==> config.mk <==
export PLATFORM = sky130hd
export DESIGN_NAME = spi_flash_rd_ctrl
export DESIGN_NICKNAME = d
export VERILOG_FILES = /design/src/rtl/spi_flash_rd_ctrl.sv
export SDC_FILE = /design/constraint.sdc
export NUM_CORES = 1
export LEC_CHECK = 0
export BUFFER_PORTS_ARGS = -buffer_cell sky130_fd_sc_hd__buf_2
export CORE_ASPECT_RATIO = 0.7
export CORE_MARGIN = 5
export CORE_UTILIZATION = 61
export CTS_CLUSTER_DIAMETER = 120
export CTS_CLUSTER_SIZE = 24
export DETAILED_ROUTE_END_ITERATION = 7
export GPL_TIMING_DRIVEN = 0
export PLACE_DENSITY = 0.92
export SLEW_MARGIN = 20
export SYNTH_ARGS = -nofsm -noshare
export SYNTH_HDL_FRONTEND = slang
export SYNTH_SLANG_ARGS = --single-unit
==> constraint.sdc <==
create_clock -name clk -period 4.64 [get_ports clk]
set_input_delay 0.928 -clock clk [delete_from_list [all_inputs] [get_ports clk]]
set_output_delay 0.928 -clock clk [all_outputs]
set_load 0.05 [all_outputs]
==> src/rtl/spi_flash_rd_ctrl.sv <==
// SPI NOR flash read sequencer: one 32-bit mode-0 READ per request.
// Optional fast read (0x0B + 8 dummy clocks) via SPI_FLASH_FAST_READ_EN.
module spi_flash_rd_ctrl #(
  parameter int CLK_DIV = 2,
  parameter int CS_GAP  = 4
) (
  input  logic        clk,
  input  logic        rst_n,
  input  logic        req_valid,
  output logic        req_ready,
  input  logic [24:0] req_addr,
  output logic        rsp_valid,
  output logic [31:0] rsp_data,
  output logic [1:0]  spi_cs,
  output logic        spi_clk,
  output logic        spi_mosi,
  input  logic        spi_miso
);

`ifdef SPI_FLASH_FAST_READ_EN
  localparam logic [7:0] OPCODE = 8'h0B;
  typedef enum logic [2:0] {
    IDLE, CMD, ADDR, DUMMY, DATA, GAP
  } state_t;
`else
  localparam logic [7:0] OPCODE = 8'h03;
  typedef enum logic [2:0] {
    IDLE, CMD, ADDR, DATA, GAP
  } state_t;
`endif

  localparam logic [7:0] DIV_LAST = 8'(CLK_DIV - 1);
  localparam logic [3:0] GAP_LAST = 4'(CS_GAP - 1);

  state_t      state;
  state_t      state_nxt;
  logic [7:0]  div_cnt;
  logic [4:0]  bit_cnt;
  logic [3:0]  gap_cnt;
  logic [31:0] tx;
  logic [31:0] rx;
  logic        busy;
  logic        div_last;
  logic        sck_rise;
  logic        bit_end;
  logic        bit_last;
  logic        hs;

  assign hs       = req_valid && req_ready;
`ifdef SPI_FLASH_FAST_READ_EN
  assign busy     = state inside {CMD, ADDR, DUMMY, DATA};
`else
  assign busy     = state inside {CMD, ADDR, DATA};
`endif
  assign div_last = div_cnt == DIV_LAST;
  assign sck_rise = busy && !spi_clk && div_last;
  assign bit_end  = busy && spi_clk && div_last;

  // Next state; a phase ends on the high-phase end of its last bit.
  always_comb begin
    state_nxt = state;
    bit_last  = 1'b0;
    unique case (state)
      IDLE: begin
        if (hs) state_nxt = CMD;
      end
      CMD: begin
        bit_last = bit_cnt == 5'd7;
        if (bit_end && bit_last) state_nxt = ADDR;
      end
      ADDR: begin
        bit_last = bit_cnt == 5'd23;
`ifdef SPI_FLASH_FAST_READ_EN
        if (bit_end && bit_last) state_nxt = DUMMY;
`else
        if (bit_end && bit_last) state_nxt = DATA;
`endif
      end
`ifdef SPI_FLASH_FAST_READ_EN
      DUMMY: begin
        bit_last = bit_cnt == 5'd7;
        if (bit_end && bit_last) state_nxt = DATA;
      end
`endif
      DATA: begin
        bit_last = bit_cnt == 5'd31;
        if (bit_end && bit_last) state_nxt = GAP;
      end
      GAP: begin
        if (gap_cnt == GAP_LAST) state_nxt = IDLE;
      end
      default: state_nxt = IDLE;
    endcase
  end

  // State register.
  always_ff @(posedge clk) begin
    if (!rst_n) state <= IDLE;
    else        state <= state_nxt;
  end

  // SCK timing, shift registers and registered pin/response outputs.
  always_ff @(posedge clk) begin
    if (!rst_n) begin
      req_ready <= 1'b0;
      rsp_valid <= 1'b0;
      rsp_data  <= '0;
      spi_cs    <= 2'b11;
      spi_clk   <= 1'b0;
      spi_mosi  <= 1'b0;
      div_cnt   <= '0;
      bit_cnt   <= '0;
      gap_cnt   <= '0;
      tx        <= '0;
      rx        <= '0;
    end else begin
      req_ready <= state_nxt == IDLE;
      rsp_valid <= 1'b0;
      if (hs) begin
        spi_cs   <= req_addr[24] ? 2'b01 : 2'b10;
        spi_mosi <= OPCODE[7];
        tx       <= {OPCODE[6:0], req_addr[23:0], 1'b0};
        spi_clk  <= 1'b0;
        div_cnt  <= '0;
        bit_cnt  <= '0;
      end else if (busy) begin
        if (div_last) begin
          div_cnt <= '0;
          spi_clk <= ~spi_clk;
        end else begin
          div_cnt <= div_cnt + 8'd1;
        end
        if (sck_rise && state == DATA)
          rx <= {rx[30:0], spi_miso};
        if (bit_end) begin
          spi_mosi <= tx[31];
          tx       <= {tx[30:0], 1'b0};
          bit_cnt  <= bit_last ? 5'd0 : bit_cnt + 5'd1;
          if (state == DATA && bit_last) begin
            spi_cs    <= 2'b11;
            spi_mosi  <= 1'b0;
            rsp_valid <= 1'b1;
            rsp_data  <= {rx[7:0], rx[15:8],
                          rx[23:16], rx[31:24]};
          end
        end
      end
      if (state == GAP) gap_cnt <= gap_cnt + 4'd1;
      else              gap_cnt <= '0;
    end
  end

endmodule

==> impl_metrics.env, run 1 <==
export IMPL_status="complete, no violations"
export IMPL_gr_total_overflow=0
export IMPL_ant_nets=0
export IMPL_worst_r2r_cell_count=8
export IMPL_crit_path_start_kind="register"
export IMPL_holdBufCountCts=0
export IMPL_numPlacedInstances=719
export IMPL_rrSetupSlack_ns=1.87
export IMPL_rows=27
export IMPL_io_pins=67
export IMPL_finalCritPeriodShare_pct=59.70
export IMPL_period_minus_slack_ns=2.770
export IMPL_hp_class="reg2reg"
export IMPL_grt_pass1_vias=4394
export IMPL_syn_area_per_cell_um2=8.625
export IMPL_synth_top_cell_area_share_pct=50.88
export IMPL_drive_gt1_share_pct=17.54
export IMPL_ys_async_sr_fraction_pct=0
export IMPL_dp_hpwl_mm=7.771
export IMPL_initial_core_util_pct=61.54
export IMPL_core_region_area_um2=7736
export IMPL_critical_path_class="reg2reg"
export IMPL_clk_latency_ns=0.52
export IMPL_post_synth_top_count_cell="nand2_1"
export IMPL_cts_tree="yes"
export IMPL_syn_cell_area_um2=4761
export IMPL_cts_root_buf="clkbuf_8"
export IMPL_grt_use_total_pct=26.91
export IMPL_power_frac_seq_pct=43.5
export IMPL_grt_max_degree=17
export IMPL_relSlewSlack_pct=52.85
export IMPL_fp_dieH_um=83.92
export IMPL_yosysUniqueCellTypes=43
export IMPL_maxCapViolCount=0
export IMPL_drt_iter0_markers=302
export IMPL_worstPathRequired_ns=5.01
export IMPL_fin_tns_setup_ns=0
export IMPL_viasPerCell=5.791
export IMPL_routed_wl_mm=12.55
export IMPL_cts_inserted_buffers=17
export IMPL_ys_flop_type="dfxtp_1"
export IMPL_ys_ff_latch=121
export IMPL_power_density_nw_per_um2=426.4
export IMPL_vias=4349
export IMPL_fmax_mhz=361.0
export IMPL_clkSinkCount=121
export IMPL_r2r_start="bit_cnt[0]"
export IMPL_seq_area_frac_synth_pct=50.88
export IMPL_hold_viol_final=0
export IMPL_p_comb_share_pct=4.3
export IMPL_critPathCaptureType="register"
export IMPL_startpoint="bit_cnt[0]"
export IMPL_antenna_found_initial=0
export IMPL_clkTransAtPathRegs_ns=0.06
export IMPL_die_area_um2=9700
export IMPL_syn_nets=586
export IMPL_stdcell_count=751
export IMPL_design_final_nets=671
export IMPL_synth_edf_count=0
export IMPL_syn_to_final_growth_pct=21.89
export IMPL_synthTopCellsByArea="dfxtp_1 51%, nand2_1 11%, mux2i_1 6.9%"
export IMPL_synthTopCellsByCount="139 x nand2_1, 121 x dfxtp_1, 76 x nor2_1, 42 x a21oi_1, 33 x mux2i_1"
export IMPL_finClkSkew_ns=0.01557
export IMPL_drt_pass1_iter_count=5
export IMPL_drv_slew=0
export IMPL_worst_pin_slew_ns=0.7073
export IMPL_syn_inst=552
export IMPL_rsz0062_at_grt="no"
export IMPL_intPower_w=0.001899
export IMPL_cp_arrival_ns=3.14
export IMPL_crit_path_end="rsp_data[11]"
export IMPL_diodes=0
export IMPL_gp_congestion=0.8601
export IMPL_wire_per_inst_um=16.71
export IMPL_drc=0
export IMPL_die_width_um=115.6
export IMPL_ys_warn_count=0
export IMPL_p_clk_share_pct=52.2
export IMPL_yosysTopAreaCell="dfxtp_1"
export IMPL_critPathMaxFanout=10
export IMPL_port_buffers=66
export IMPL_cts_resized=0
export IMPL_h_tree_depth=4
export IMPL_r2r_end="rsp_data[11]"
export IMPL_setup_violations=0
export IMPL_switching_share_pct=23.26
export IMPL_grt_pass1_wl_mm=20.95
export IMPL_irDropWorstVdd_mv=0.2953
export IMPL_clock_path_buffers=2
export IMPL_postCtsSetupBuffers=0
export IMPL_p_sw_w=0.0005756
export IMPL_leakage_nw=2.190
==> final cells by class <==
type                            count  area (um^2)
Tap cell                          101        126.4
Inverter                            5        18.77
Timing Repair Buffer               66        330.3
Fill cell                         464         1933
Clock inverter                     12        140.1
Sequential cell                   121         2422
Buffer                             37        170.2
Multi-Input combinational cell    389         2150
Clock buffer                       20        445.4
==> how the worst min path moves through the flow <==
| stage | start | end | slack, ns | depth (start not counted) |
|---|---|---|---|---|
| 4_1_cts | tx[30] | tx[31] | 0.45 | 2 |
| 5_1_grt | spi_mosi | spi_mosi | 0.47 | 2 |
| 2_1_floorplan | gap_cnt[0] | gap_cnt[0] | 0.42 | 1 |
| 3_3_place_gp | gap_cnt[0] | gap_cnt[0] | 0.43 | 1 |
| 6_report | spi_mosi | spi_mosi | 0.46 | 2 |
| 3_5_place_dp | spi_mosi | spi_mosi | 0.45 | 2 |
==> kinds of logic (layout without fill, tap and decap cells) <==
| family | Yosys count | count (layout) | share of synthesized area [%] |
|---|---|---|---|
| flops | 121 | 121 | 50.88 |
| simple gates | 257 | 257 | 23.13 |
| xor+xnor | 10 | 10 | 1.840 |
| buf+inv | 42 | 140 | 3.968 |
| mux | 33 | 33 | 6.938 |
| fa+ha+maj | 5 | 5 | 1.314 |
| compound gates | 84 | 84 | 11.93 |
==> stage by stage <==
stage | area, um^2 | hold slack [ns] | utilization [%] | total power [W] | setup WS, ns
after global placement | 5218 | 0.4314 | 67.44 | 0.001193 | 1.844
after CTS | 5803 | 0.4532 | 75.01 | 0.002470 | 1.905
after floorplan | 4761 | 0.4179 | - | 0.001164 | 2.252
after global routing | 5803 | 0.4684 | 75.01 | 0.002536 | 1.759
final | 5803 | 0.4553 | 75.01 | 0.002474 | 1.870
after detailed placement | 5218 | 0.4467 | 67.44 | 0.001200 | 1.821
==> cells in the final DEF, fill, tap and decap left out, types with 2 or more instances in the layout <==
| master | instances |
|---|---|
| nand4_1 | 2 |
| bufinv_16 | 2 |
| clkbuf_16 | 16 |
| nor4_1 | 2 |
| clkinvlp_4 | 3 |
| clkinv_4 | 2 |
| and3_1 | 3 |
| a31oi_1 | 3 |
| clkbuf_1 | 28 |
| nand3b_1 | 2 |
| and4_1 | 3 |
| buf_2 | 73 |
| mux2i_1 | 33 |
| xor2_1 | 4 |
| clkbuf_8 | 3 |
| xnor2_1 | 6 |
| inv_6 | 4 |
| and2_1 | 2 |
| ha_1 | 5 |
| a311oi_1 | 23 |
| nor3_1 | 4 |
| nand2_1 | 139 |
| nand2b_1 | 2 |
| a21o_1 | 2 |
| nor2_1 | 76 |
| buf_6 | 3 |
| a21boi_0 | 3 |
| nand3_1 | 13 |
| a21oi_1 | 42 |
| dfxtp_1 | 121 |
| o21ai_0 | 4 |
| inv_1 | 4 |
==> worst max-delay path, stage by stage, from the launching register on <==
cell	delay, ns
dfxtp_1	0.40
ha_1	0.26
and3_1	0.19
ha_1	0.19
nand3_1	0.28
a2111oi_4	0.74
buf_6	0.27
mux2i_1	0.23
nor2_1	0.08
==> routing by layer <==
layer  GRT usage [%]  wire length, um  share of wire, %
met4           10.98              204               1.6
met5               0                0                 0
met2           44.22             6152                49
met1           33.44             5278                42
met3           6.957              910               7.3
==> registers in the layout, indices dropped and copies added (netlist names) <==
name,count
rsp_data,32
rx,32
tx,31
div_cnt,8
bit_cnt,5
gap_cnt,4
state,3
spi_cs,2
req_ready,1
rsp_valid,1
spi_clk,1
spi_mosi,1
==> power groups by stage <==
stage | Clock, W | Combinational (W) | Sequential, W
6_report | 0.00129 | 0.000106 | 0.00108
3_3_place_gp | 0 | 0.0000968 | 0.00110
5_1_grt | 0.00134 | 0.000116 | 0.00108
4_1_cts | 0.00129 | 0.000104 | 0.00108
3_5_place_dp | 0 | 0.000102 | 0.00110
2_1_floorplan | 0 | 0.0000619 | 0.00110
Power figures use the tool's default switching activity.
==> run 2, diff against run 1 <==
--- a/config.mk
+++ b/config.mk
@@ -8,12 +8,12 @@
 export BUFFER_PORTS_ARGS = -buffer_cell sky130_fd_sc_hd__buf_2
 export CORE_ASPECT_RATIO = 0.7
 export CORE_MARGIN = 5
-export CORE_UTILIZATION = 61
+export CORE_UTILIZATION = 51
 export CTS_CLUSTER_DIAMETER = 120
 export CTS_CLUSTER_SIZE = 24
 export DETAILED_ROUTE_END_ITERATION = 7
 export GPL_TIMING_DRIVEN = 0
-export PLACE_DENSITY = 0.92
+export PLACE_DENSITY = 0.83
 export SLEW_MARGIN = 20
 export SYNTH_ARGS = -nofsm -noshare
 export SYNTH_HDL_FRONTEND = slang
==> constraint.sdc (replaced) <==
create_clock -name clk -period 2.3 [get_ports clk]
set_input_delay 0.46 -clock clk [delete_from_list [all_inputs] [get_ports clk]]
set_output_delay 0.46 -clock clk [all_outputs]
set_load 0.05 [all_outputs]
==> run 2 against run 1 <==
Net effect:
- total power up 100%
- combinational power up 110%
- via count down 3.3%
- maximum frequency up 25%
- register-to-register slack worse by 1.8 ns
- hold slack worse by 0.16 ns
- die area up 18%
- critical path type unchanged
- critical endpoint is now rx[17]
- largest power group unchanged
==> impl_metrics.env, run 2 (same netlist as run 1, synthesis figures left out) <==
export IMPL_finClkSkew_ns=0.007570
export IMPL_initial_core_util_pct=52.48
export IMPL_status="complete, no violations"
export IMPL_gr_total_overflow=0
export IMPL_dpl_instance_area_um2=5246
export IMPL_path_cells="clkbuf_4, o21ba_2, clkbuf_4, nand3_1, or3_1, clkbuf_1, clkbuf_4, nand2_1, a21oi_1"
export IMPL_top_regs="rsp_data x32, rx x32, tx x31"
export IMPL_drv_slew=0
export IMPL_final_common_cell="nand2_1"
export IMPL_fin_util_pct=66.26
export IMPL_fp_dieH_um=90.84
export IMPL_gp_congestion=0.8210
export IMPL_crit_top_cell="clkbuf_4"
export IMPL_rsz0062_at_grt="yes"
export IMPL_drc=0
export IMPL_viasPerCell=5.407
export IMPL_layout_common_cells="139 x nand2_1, 116 x dfxtp_1, 76 x nor2_1"
export IMPL_grt_use_total_pct=21.02
export IMPL_rows=29
export IMPL_stdcell_count=778
export IMPL_drt_pass1_iter_count=5
export IMPL_clkSinkCount=121
export IMPL_cts_inserted_buffers=17
export IMPL_grt_pass1_vias=4102
export IMPL_crit_path_start_kind="register"
export IMPL_finalCritPeriodShare_pct=96.14
export IMPL_numPlacedInstances=742
export IMPL_drive_gt1_share_pct=21.25
export IMPL_hold_viol_final=0
export IMPL_wire_per_inst_um=15.30
export IMPL_setup_violations=0
export IMPL_port_buffers=66
export IMPL_clkTransAtPathRegs_ns=0.05
export IMPL_io_pins=67
export IMPL_pre_cts_slack_ns=-0.3538
export IMPL_fmax_mhz=452.3
export IMPL_worst_pin_slew_ns=0.5449
export IMPL_cts_tree="yes"
export IMPL_design_final_nets=678
export IMPL_die_area_um2=11400
export IMPL_grt_pass1_wl_mm=19.58
export IMPL_grt_max_degree=17
export IMPL_die_width_um=125.5
export IMPL_vias=4207
export IMPL_dp_hpwl_mm=7.549
export IMPL_fin_tns_setup_ns=0
export IMPL_critPathMaxFanout=10
export IMPL_drt_iter0_markers=237
export IMPL_core_region_area_um2=9071
export IMPL_syn_to_final_growth_pct=26.25
export IMPL_cts_root_buf="clkbuf_16"
export IMPL_clock_path_buffers=2
export IMPL_maxCapViolCount=0
export IMPL_critPathCaptureType="register"
export IMPL_holdBufCountCts=0
export IMPL_critical_path_class="reg2reg"
export IMPL_irDropWorstVdd_mv=0.7403
export IMPL_clk_latency_ns=0.41
export IMPL_h_tree_depth=4
export IMPL_relSlewSlack_pct=63.34
export IMPL_leakage_nw=2.251
export IMPL_diodes=0
export IMPL_fill_cells=657
export IMPL_power_density_nw_per_um2=834.7
export IMPL_worst_slack_ns=0.08887
export IMPL_antenna_found_initial=0
export IMPL_period_minus_slack_ns=2.211
export IMPL_cp_arrival_ns=2.48
export IMPL_postLayoutCellArea_um2=6011
export IMPL_routed_wl_mm=11.91
export IMPL_worstPathRequired_ns=2.57
export IMPL_cpPeakStageDelay_ns=0.41
export IMPL_cpMaxStageDelayCell="or3_1"
export IMPL_hp_class="in2reg"
export IMPL_ant_nets=0
run 2: final cells by class:
class                           instances  area, um^2  area share (%)
Tap cell                              124       155.1           2.581
Buffer                                 35       206.4           3.435
Clock buffer                           22       494.2           8.222
Clock inverter                          7       92.59           1.540
Multi-Input combinational cell        389        2213           36.82
Sequential cell                       121        2429           40.40
Timing Repair Buffer                   75       401.6           6.682
Inverter                                5       18.77          0.3122
run 2: layer usage:
metal  GRT usage (%)  part of all wire [%]  up-vias
met5               0                     0        -
met1           27.35                    45     1986
li1                -                     -     2048
met2           32.96                    47      146
met3           6.738                   5.9       27
met4           7.220                   1.7        0
run 2: power by group:
part           switching (W)  internal (W)
combinational       0.000139     0.0000789
sequential         0.0000297       0.00215
clock               0.000910       0.00171
run 2: what timing repair did:
action                     CTS  global route
setup endpoints to repair   75            93
pin swaps                    2             1
buffers inserted             6             3
resized for setup           12            25
run 2: path summary, 6_finish.rpt:
path | from | to | slack (ns) | cells past startpoint
worst max-delay path | state[1] | rx[17] | 0.09 | 9
worst min-delay path | spi_miso | rx[0] | 0.30 | 3
worst max register to register | state[1] | rx[17] | 0.09 | 9
worst min register to register | spi_mosi | spi_mosi | 0.44 | 2
run 2: worst max-delay path, delay by kind of cell (launching register included):
kind,cells,cell delay (ns)
AOI/OAI and AO/OA,2,0.27
buffers and inverters,4,0.80
and+or+nand+nor,3,0.68
DFF,1,0.31
run 2: through the flow:
stage / hold WS (ns) / power (W)
floorplan: 0.4179 / 0.002347
global placement: 0.4331 / 0.002409
detailed placement: 0.4411 / 0.002421
CTS: 0.2906 / 0.005014
global route: 0.3193 / 0.005160
finish: 0.3002 / 0.005017
